## config.mk

```make
export PLATFORM = sky130hd
export DESIGN_NAME = pong_ball_engine
export DESIGN_NICKNAME = d
export VERILOG_FILES = /design/src/rtl/pong_pkg.sv /design/src/rtl/pong_frame_counter.sv /design/src/rtl/pong_ball_engine.sv
export SDC_FILE = /design/constraint.sdc
export NUM_CORES = 1
export LEC_CHECK = 0
export ABC_AREA = 0
export BUFFER_PORTS_ARGS = -buffer_cell sky130_fd_sc_hd__buf_2
export CORE_MARGIN = 3
export CORE_UTILIZATION = 50
export CTS_BUF_LIST = sky130_fd_sc_hd__clkbuf_4
export CTS_CLUSTER_SIZE = 28
export DETAILED_ROUTE_END_ITERATION = 12
export PLACE_DENSITY = 0.77
export SLEW_MARGIN = 20
export SYNTH_ARGS = -nofsm -noshare
export SYNTH_HDL_FRONTEND = slang
export SYNTH_SLANG_ARGS = --single-unit
export TNS_END_PERCENT = 10
```

## constraint.sdc

```tcl
create_clock -name clk -period 4.3 [get_ports clk]
set_input_delay 0.86 -clock clk [delete_from_list [all_inputs] [get_ports clk]]
set_output_delay 0.86 -clock clk [all_outputs]
set_load 0.01 [all_outputs]
```

## src/rtl/pong_pkg.sv

```systemverilog
// pong_pkg: types and centre-position helpers shared by the ball engine and the renderer.
//   state_t  : ball engine FSM states
//   coord_t  : default-width screen coordinate
//   centre_x / centre_y : top-left corner that centres a square ball on the playfield
package pong_pkg;

    localparam int DEF_COORD_W = 10;

    typedef logic [DEF_COORD_W-1:0] coord_t;

    typedef enum logic [1:0] {
        S_IDLE,
        S_WAIT,
        S_PLAY,
        S_SCORED
    } state_t;

    function automatic int centre_x(input int h_res, input int ball_size);
        return (h_res - ball_size) / 2;
    endfunction

    function automatic int centre_y(input int v_res, input int ball_size);
        return (v_res - ball_size) / 2;
    endfunction

endpackage

```

## src/rtl/pong_frame_counter.sv

```systemverilog
// pong_frame_counter: serve-delay down-counter counted in frames.
//   clk, rst_n : clock, asynchronous active-low reset
//   load_i     : reload the counter with FRAMES (wins over tick_i)
//   tick_i     : decrement by one (never below zero)
//   done_o     : counter currently holds 1, i.e. the next tick is the last one
module pong_frame_counter #(
    parameter int FRAMES = 60
) (
    input  logic clk,
    input  logic rst_n,
    input  logic load_i,
    input  logic tick_i,
    output logic done_o
);

    localparam int CW = $clog2(FRAMES + 1);

    logic [CW-1:0] cnt_q, cnt_d;

    always_comb cnt_d = load_i ? CW'(FRAMES) : (tick_i && cnt_q != '0) ? cnt_q - CW'(1) : cnt_q;

    always_ff @(posedge clk or negedge rst_n)
        if (!rst_n) cnt_q <= '0;
        else        cnt_q <= cnt_d;

    assign done_o = cnt_q == CW'(1);

endmodule

```

## src/rtl/pong_ball_engine.sv

```systemverilog
// pong_ball_engine: per-frame ball motion, wall/paddle bounces, scoring and serve delay.
//   clk, rst_n               : clock, asynchronous active-low reset
//   ena                      : when low, ticks and serves are ignored and state holds
//   frame_tick, serve        : once-per-frame step pulse, serve request
//   paddle_l_y, paddle_r_y   : paddle top edges, sampled on tick edges
//   ball_x, ball_y           : ball top-left corner
//   ball_active, speed       : in PLAY, current step size
//   hit_pulse, score_l_pulse, score_r_pulse : one-cycle event pulses
module pong_ball_engine
    import pong_pkg::*;
#(
    parameter int COORD_W      = 10,
    parameter int H_RES        = 640,
    parameter int V_RES        = 480,
    parameter int BALL_SIZE    = 8,
    parameter int PADDLE_W     = 8,
    parameter int PADDLE_H     = 64,
    parameter int PADDLE_L_X   = 16,
    parameter int PADDLE_R_X   = 616,
    parameter int SPEED_W      = 3,
    parameter int MAX_SPEED    = 7,
    parameter int SERVE_FRAMES = 60
) (
    input  logic               clk,
    input  logic               rst_n,
    input  logic               ena,
    input  logic               frame_tick,
    input  logic               serve,
    input  logic [COORD_W-1:0] paddle_l_y,
    input  logic [COORD_W-1:0] paddle_r_y,
    output logic [COORD_W-1:0] ball_x,
    output logic [COORD_W-1:0] ball_y,
    output logic               ball_active,
    output logic [SPEED_W-1:0] speed,
    output logic               hit_pulse,
    output logic               score_l_pulse,
    output logic               score_r_pulse
);

    // One guard bit so steps past either edge never wrap.
    localparam int W = COORD_W + 1;
    localparam logic [W-1:0] BS    = W'(BALL_SIZE);
    localparam logic [W-1:0] PH    = W'(PADDLE_H);
    localparam logic [W-1:0] Y_MAX = W'(V_RES - BALL_SIZE);
    localparam logic [W-1:0] X_MAX = W'(H_RES - BALL_SIZE);
    localparam logic [W-1:0] L_HIT = W'(PADDLE_L_X + PADDLE_W);
    localparam logic [W-1:0] R_HIT = W'(PADDLE_R_X - BALL_SIZE);
    localparam logic [COORD_W-1:0] CX = COORD_W'(centre_x(H_RES, BALL_SIZE));
    localparam logic [COORD_W-1:0] CY = COORD_W'(centre_y(V_RES, BALL_SIZE));

    state_t state_q, state_d;
    logic [COORD_W-1:0] x_q, x_d, y_q, y_d, x_step, y_step;
    logic [SPEED_W-1:0] speed_q, speed_d, speed_up;
    logic dir_x_q, dir_x_d, dir_y_q, dir_y_d;
    logic active_q, active_d, hit_q, hit_d, sl_q, sl_d, sr_q, sr_d;
    logic [W-1:0] xw, yw, sw, pl, pr, nx_l, nx_r, ny_up, ny_dn;
    logic ov_l, ov_r, hit_l, hit_r, sc_l, sc_r, flip_y;
    logic step, recentre, load, cnt_tick, done;

    assign step     = ena && frame_tick && state_q == S_PLAY;
    assign recentre = ena && frame_tick && state_q == S_SCORED;
    assign load     = ena && ((state_q == S_IDLE && serve) || recentre);
    assign cnt_tick = ena && frame_tick && state_q == S_WAIT;

    pong_frame_counter #(.FRAMES(SERVE_FRAMES)) u_cnt (
        .clk    (clk),
        .rst_n  (rst_n),
        .load_i (load),
        .tick_i (cnt_tick),
        .done_o (done)
    );

    assign xw    = W'(x_q);
    assign yw    = W'(y_q);
    assign sw    = W'(speed_q);
    assign pl    = W'(paddle_l_y);
    assign pr    = W'(paddle_r_y);
    assign nx_l  = xw - sw;
    assign nx_r  = xw + sw;
    assign ny_up = yw - sw;
    assign ny_dn = yw + sw;

    // Vertical overlap uses the pre-step y.
    assign ov_l = (yw + BS > pl) && (yw < pl + PH);
    assign ov_r = (yw + BS > pr) && (yw < pr + PH);

    // A hit needs the ball to start on the field side of the contact line and reach or cross it.
    assign hit_l = !dir_x_q && xw >= L_HIT && nx_l <= L_HIT && ov_l;
    assign hit_r = dir_x_q && xw <= R_HIT && nx_r >= R_HIT && ov_r;
    assign sc_r  = !dir_x_q && !hit_l && xw < sw;
    assign sc_l  = dir_x_q && !hit_r && nx_r > X_MAX;

    assign flip_y   = dir_y_q ? ny_dn > Y_MAX : yw < sw;
    assign y_step   = COORD_W'(flip_y ? (dir_y_q ? Y_MAX : '0) : (dir_y_q ? ny_dn : ny_up));
    assign x_step   = COORD_W'(hit_l ? L_HIT : hit_r ? R_HIT : sc_r ? '0 : sc_l ? X_MAX : dir_x_q ? nx_r : nx_l);
    assign speed_up = speed_q == SPEED_W'(MAX_SPEED) ? speed_q : speed_q + SPEED_W'(1);

    always_ff @(posedge clk or negedge rst_n)
        if (!rst_n) state_q <= S_IDLE;
        else        state_q <= state_d;

    always_comb begin
        state_d = state_q;
        if (ena)
            case (state_q)
                S_IDLE:   state_d = serve ? S_WAIT : S_IDLE;
                S_WAIT:   state_d = (frame_tick && done) ? S_PLAY : S_WAIT;
                S_PLAY:   state_d = (frame_tick && (sc_l || sc_r)) ? S_SCORED : S_PLAY;
                default:  state_d = frame_tick ? S_WAIT : S_SCORED;
            endcase
    end

    // dir_x is left untouched on a score, so after recentring it points at the conceding side.
    always_comb begin
        x_d      = recentre ? CX : step ? x_step : x_q;
        y_d      = recentre ? CY : step ? y_step : y_q;
        dir_x_d  = step ? (hit_l || (dir_x_q && !hit_r)) : dir_x_q;
        dir_y_d  = step ? dir_y_q ^ flip_y : dir_y_q;
        speed_d  = recentre ? SPEED_W'(1) : (step && (hit_l || hit_r)) ? speed_up : speed_q;
        hit_d    = step && (hit_l || hit_r);
        sl_d     = step && sc_l;
        sr_d     = step && sc_r;
        active_d = state_d == S_PLAY;
    end

    always_ff @(posedge clk or negedge rst_n)
        if (!rst_n) begin
            x_q      <= CX;
            y_q      <= CY;
            dir_x_q  <= 1'b1;
            dir_y_q  <= 1'b1;
            speed_q  <= SPEED_W'(1);
            active_q <= 1'b0;
            hit_q    <= 1'b0;
            sl_q     <= 1'b0;
            sr_q     <= 1'b0;
        end else begin
            x_q      <= x_d;
            y_q      <= y_d;
            dir_x_q  <= dir_x_d;
            dir_y_q  <= dir_y_d;
            speed_q  <= speed_d;
            active_q <= active_d;
            hit_q    <= hit_d;
            sl_q     <= sl_d;
            sr_q     <= sr_d;
        end

    assign ball_x        = x_q;
    assign ball_y        = y_q;
    assign ball_active   = active_q;
    assign speed         = speed_q;
    assign hit_pulse     = hit_q;
    assign score_l_pulse = sl_q;
    assign score_r_pulse = sr_q;

endmodule

```

==> metrics.txt <==
CP Class=flop to flop; RSZ-0062 raised after global routing=false; leakage power=~2.1 nW; die footprint=approximately 9500 um^2; Tcrit/Tclk final=83.91%; share of synthesized registers carrying an async set or reset=100.0%; vias per inst=6.279; Setup crit end kind=flop; drt total wl=~12 mm; Startpoint Class=flop; H-tree Lvls=2; total negative slack=0 ns; Post-DP Area=between 4000 and 5000 um^2; Worst Path Buf+Inv=0; largest net degree at the start of global routing=38; initial antenna violation count=0; fillcell total=766; max-slew violations=0; GRT Residual Overflow=0; Max Fclk=approximately 0.28 GHz; R2R depth=12; FP Rows=32; main flop type after synthesis=dfrtp_1; Die H=between 90 and 100 um; Post-CTS Setup Repair Bufs=0; slew at the pin closest to its max-slew limit=around 0.84 ns; Critical Path, Cell by Cell=ha_1 -> nand3_1 -> xnor2_1 -> ha_1 -> nand4_1 -> or2_2 -> o21bai_1 -> a211o_1 -> a211oi_1 -> o21a_1 -> a211o_1 -> a41oi_2; CP arrival=3.83 ns; MaxCap Viol Count=0; clk_lat worst skew=between 0.3 and 0.4 ns; effective utilization at floorplan=52.67%; post-synthesis register bit count=37; share of layout cells above drive strength 1=about 16%; yosys warns=0; setup violators final=0; GPL Wtd Cong=between 0.9 and 1; core area=roughly 7900 um^2; area grow syn2layout=9.260%; IO buf count=51; DRT iter0 DRCs=between 200 and 250; clock skew=between 0.01 and 0.015 ns; Syn Inst Count=522; worst r2r dst=state_q[0]; Seq/Total Area, Yosys=between 20% and 30%; fin util=between 50% and 60%; R2R setup slack=0.69 ns; Residual DRC=0; Avg Cell Area, Syn=7.999 um^2; critical path fanouts, max=11; non-filler cells, final=between 600 and 700; WP data required=roughly 4.5 ns; CTS tree=built; Final Critical Period=between 3 and 4 ns; die span in x=a little under 100 um; DRT Pass-1 Iters=5; Root Driver=clkbuf_4; CTS Sinks=37; post-route ant nets=0; GRT Total Usage=25.62%; Post-synth EDFFs=0; ANT cells=0; Worst R2R Start=ball_y[3]; vias in the first global route=4033; worst hold path class=flop to flop; CTS max path bufs=2; Top delay family on crit path=compound AO/OA/AOI/OAI gates; WHS Path Cells=2; Vias=around 4200; post-synthesis cell area=approximately 4200 um^2; clock transition at the registers of the reported paths=approximately 0.12 ns; status=completed; critical path depth=12; Worst path max stage delay=~0.68 ns; Final Worst Setup Slack=approximately 0.69 ns; number of I/O pins=52; CTS resizes=0; final hold vios=0; CTS Hold Buffers Added=0; Reg area=942.2 um^2; VDD IR max=0.2228 mV; worst hold start=u_cnt.cnt_q[5]; WL/cell=18.25 um; Mapped Nets=between 600 and 700; post-synthesis cell type count=67; first-pass GRT wire length=around 20 mm; cts bufs inserted=5; fin area=roughly 4600 um^2; CP max stage cell=dfstp_2; post-DP HPWL=9.497 mm; Hold Path Sink=u_cnt.cnt_q[5]; NumNets Final=roughly 640; area of the multi-input gates=2993 um^2; Rel. slew slack=between 40% and 50%; Place WS=approximately 0.74 ns; Power Dens Cells=256.9 nW/um^2; dpl cells=roughly 650
worst reg2reg max path, stage by stage, from the launching register on:
cell	delay [ns]
dfstp_2	0.68
ha_1	0.32
nand3_1	0.13
xnor2_1	0.18
ha_1	0.31
nand4_1	0.11
or2_2	0.33
o21bai_1	0.18
a211o_1	0.33
a211oi_1	0.34
o21a_1	0.26
a211o_1	0.19
a41oi_2	0.12
state kept, by name (all words and copies together) (netlist names), 2 cells and up:
name	count
ball_y	10
state_q	2
speed	3
u_cnt.cnt_q	6
ball_x	10
report_power, final:
| part | leakage, nW | total (mW) | internal [mW] | switching, mW |
|---|---|---|---|---|
| combinational | 1.60 | 0.423 | 0.185 | 0.238 |
| sequential | 0.431 | 0.502 | 0.407 | 0.0949 |
| clock | 0.0389 | 0.247 | 0.120 | 0.127 |
worst max-delay path by stage:
stage,start,end,slack (ns)
finish,ball_y[3],state_q[0],0.69
global route,ball_y[3],state_q[0],0.43
CTS,ball_y[3],state_q[0],0.70
detailed placement,ball_y[3],state_q[0],0.74
global placement,ball_y[6],speed[2],0.85
floorplan,ball_y[7],speed[1],0.97
cells in the mapped netlist, types with 4 or more instances:
cell type   n  share of area [%]
o31ai_1     4               0.72
mux2i_1     5                1.2
nor4_1      4               0.60
dfrtp_1    24                 14
a22o_1      4               0.84
or3_1      10                1.5
a21oi_1    30                3.6
nand4_1    10                1.5
nand3b_1    6                1.1
xor2_1      5                1.0
o21a_1      7                1.3
nand2_1    45                4.0
and2_1      5               0.75
a21o_1      4               0.72
o21ai_0    34                4.1
o22ai_1     5               0.75
or2_2       4               0.60
nand3_1    24                2.9
inv_1      40                3.6
nor2b_1     5               0.75
dfstp_2    13                8.2
xnor2_1    18                3.8
a31oi_1     6               0.90
nor3_1     19                2.3
clkbuf_1   19                1.7
fa_1        4                1.9
a211oi_1    8                1.4
nor2_1     33                3.0
a211o_1     8                1.7
ha_1       54                 16
and3_1      9                1.3
cell families (layout without fill, tap and decap cells):
group	Yosys count	count (layout)	synth area share (%)
adder cells (fa/ha/maj)	58	58	18.10
XOR/XNOR	23	23	4.825
AO/OA/AOI/OAI	145	145	23.73
multiplexers	7	7	1.738
buffers and inverters	63	101	5.753
AND/OR/NAND/NOR	189	189	23.28
flip-flops	37	37	22.57
cells in the final DEF, fill, tap and decap left out, types with 19 or more instances in the layout:
cell type  instances
o21ai_0           34
inv_1             40
nand3_1           24
a21oi_1           30
dfrtp_1           24
nand2_1           45
nor3_1            19
buf_2             51
nor2_1            33
ha_1              54
metal layers:
layer  global-route usage [%]  part of all wire (%)  wire (um)  vias to the layer above
met3                    5.384                   8.0        968                       17
met1                    37.20                    46       5601                     1950
met4                    5.964                   1.6        194                        0
met2                    39.01                    44       5315                      194
li1                         -                     -          -                     1996
met5                        0                     0          0                        -
area by class of cell:
type	count	share of cell area [%]
Clock inverter	3	0.9051
Timing Repair Buffer	53	5.924
Sequential cell	37	20.65
Tap cell	102	2.798
Inverter	40	3.291
Clock buffer	5	0.8228
Multi-Input combinational cell	422	65.61
through the flow:
step	total power [mW]	hold WS [ns]
2_1_floorplan	0.7862	0.4896
3_3_place_gp	0.9102	0.5109
3_5_place_dp	0.9242	0.5170
4_1_cts	1.171	0.5516
5_1_grt	1.259	0.5894
6_report	1.172	0.5483
No activity file was read; power rests on OpenSTA's default activity.
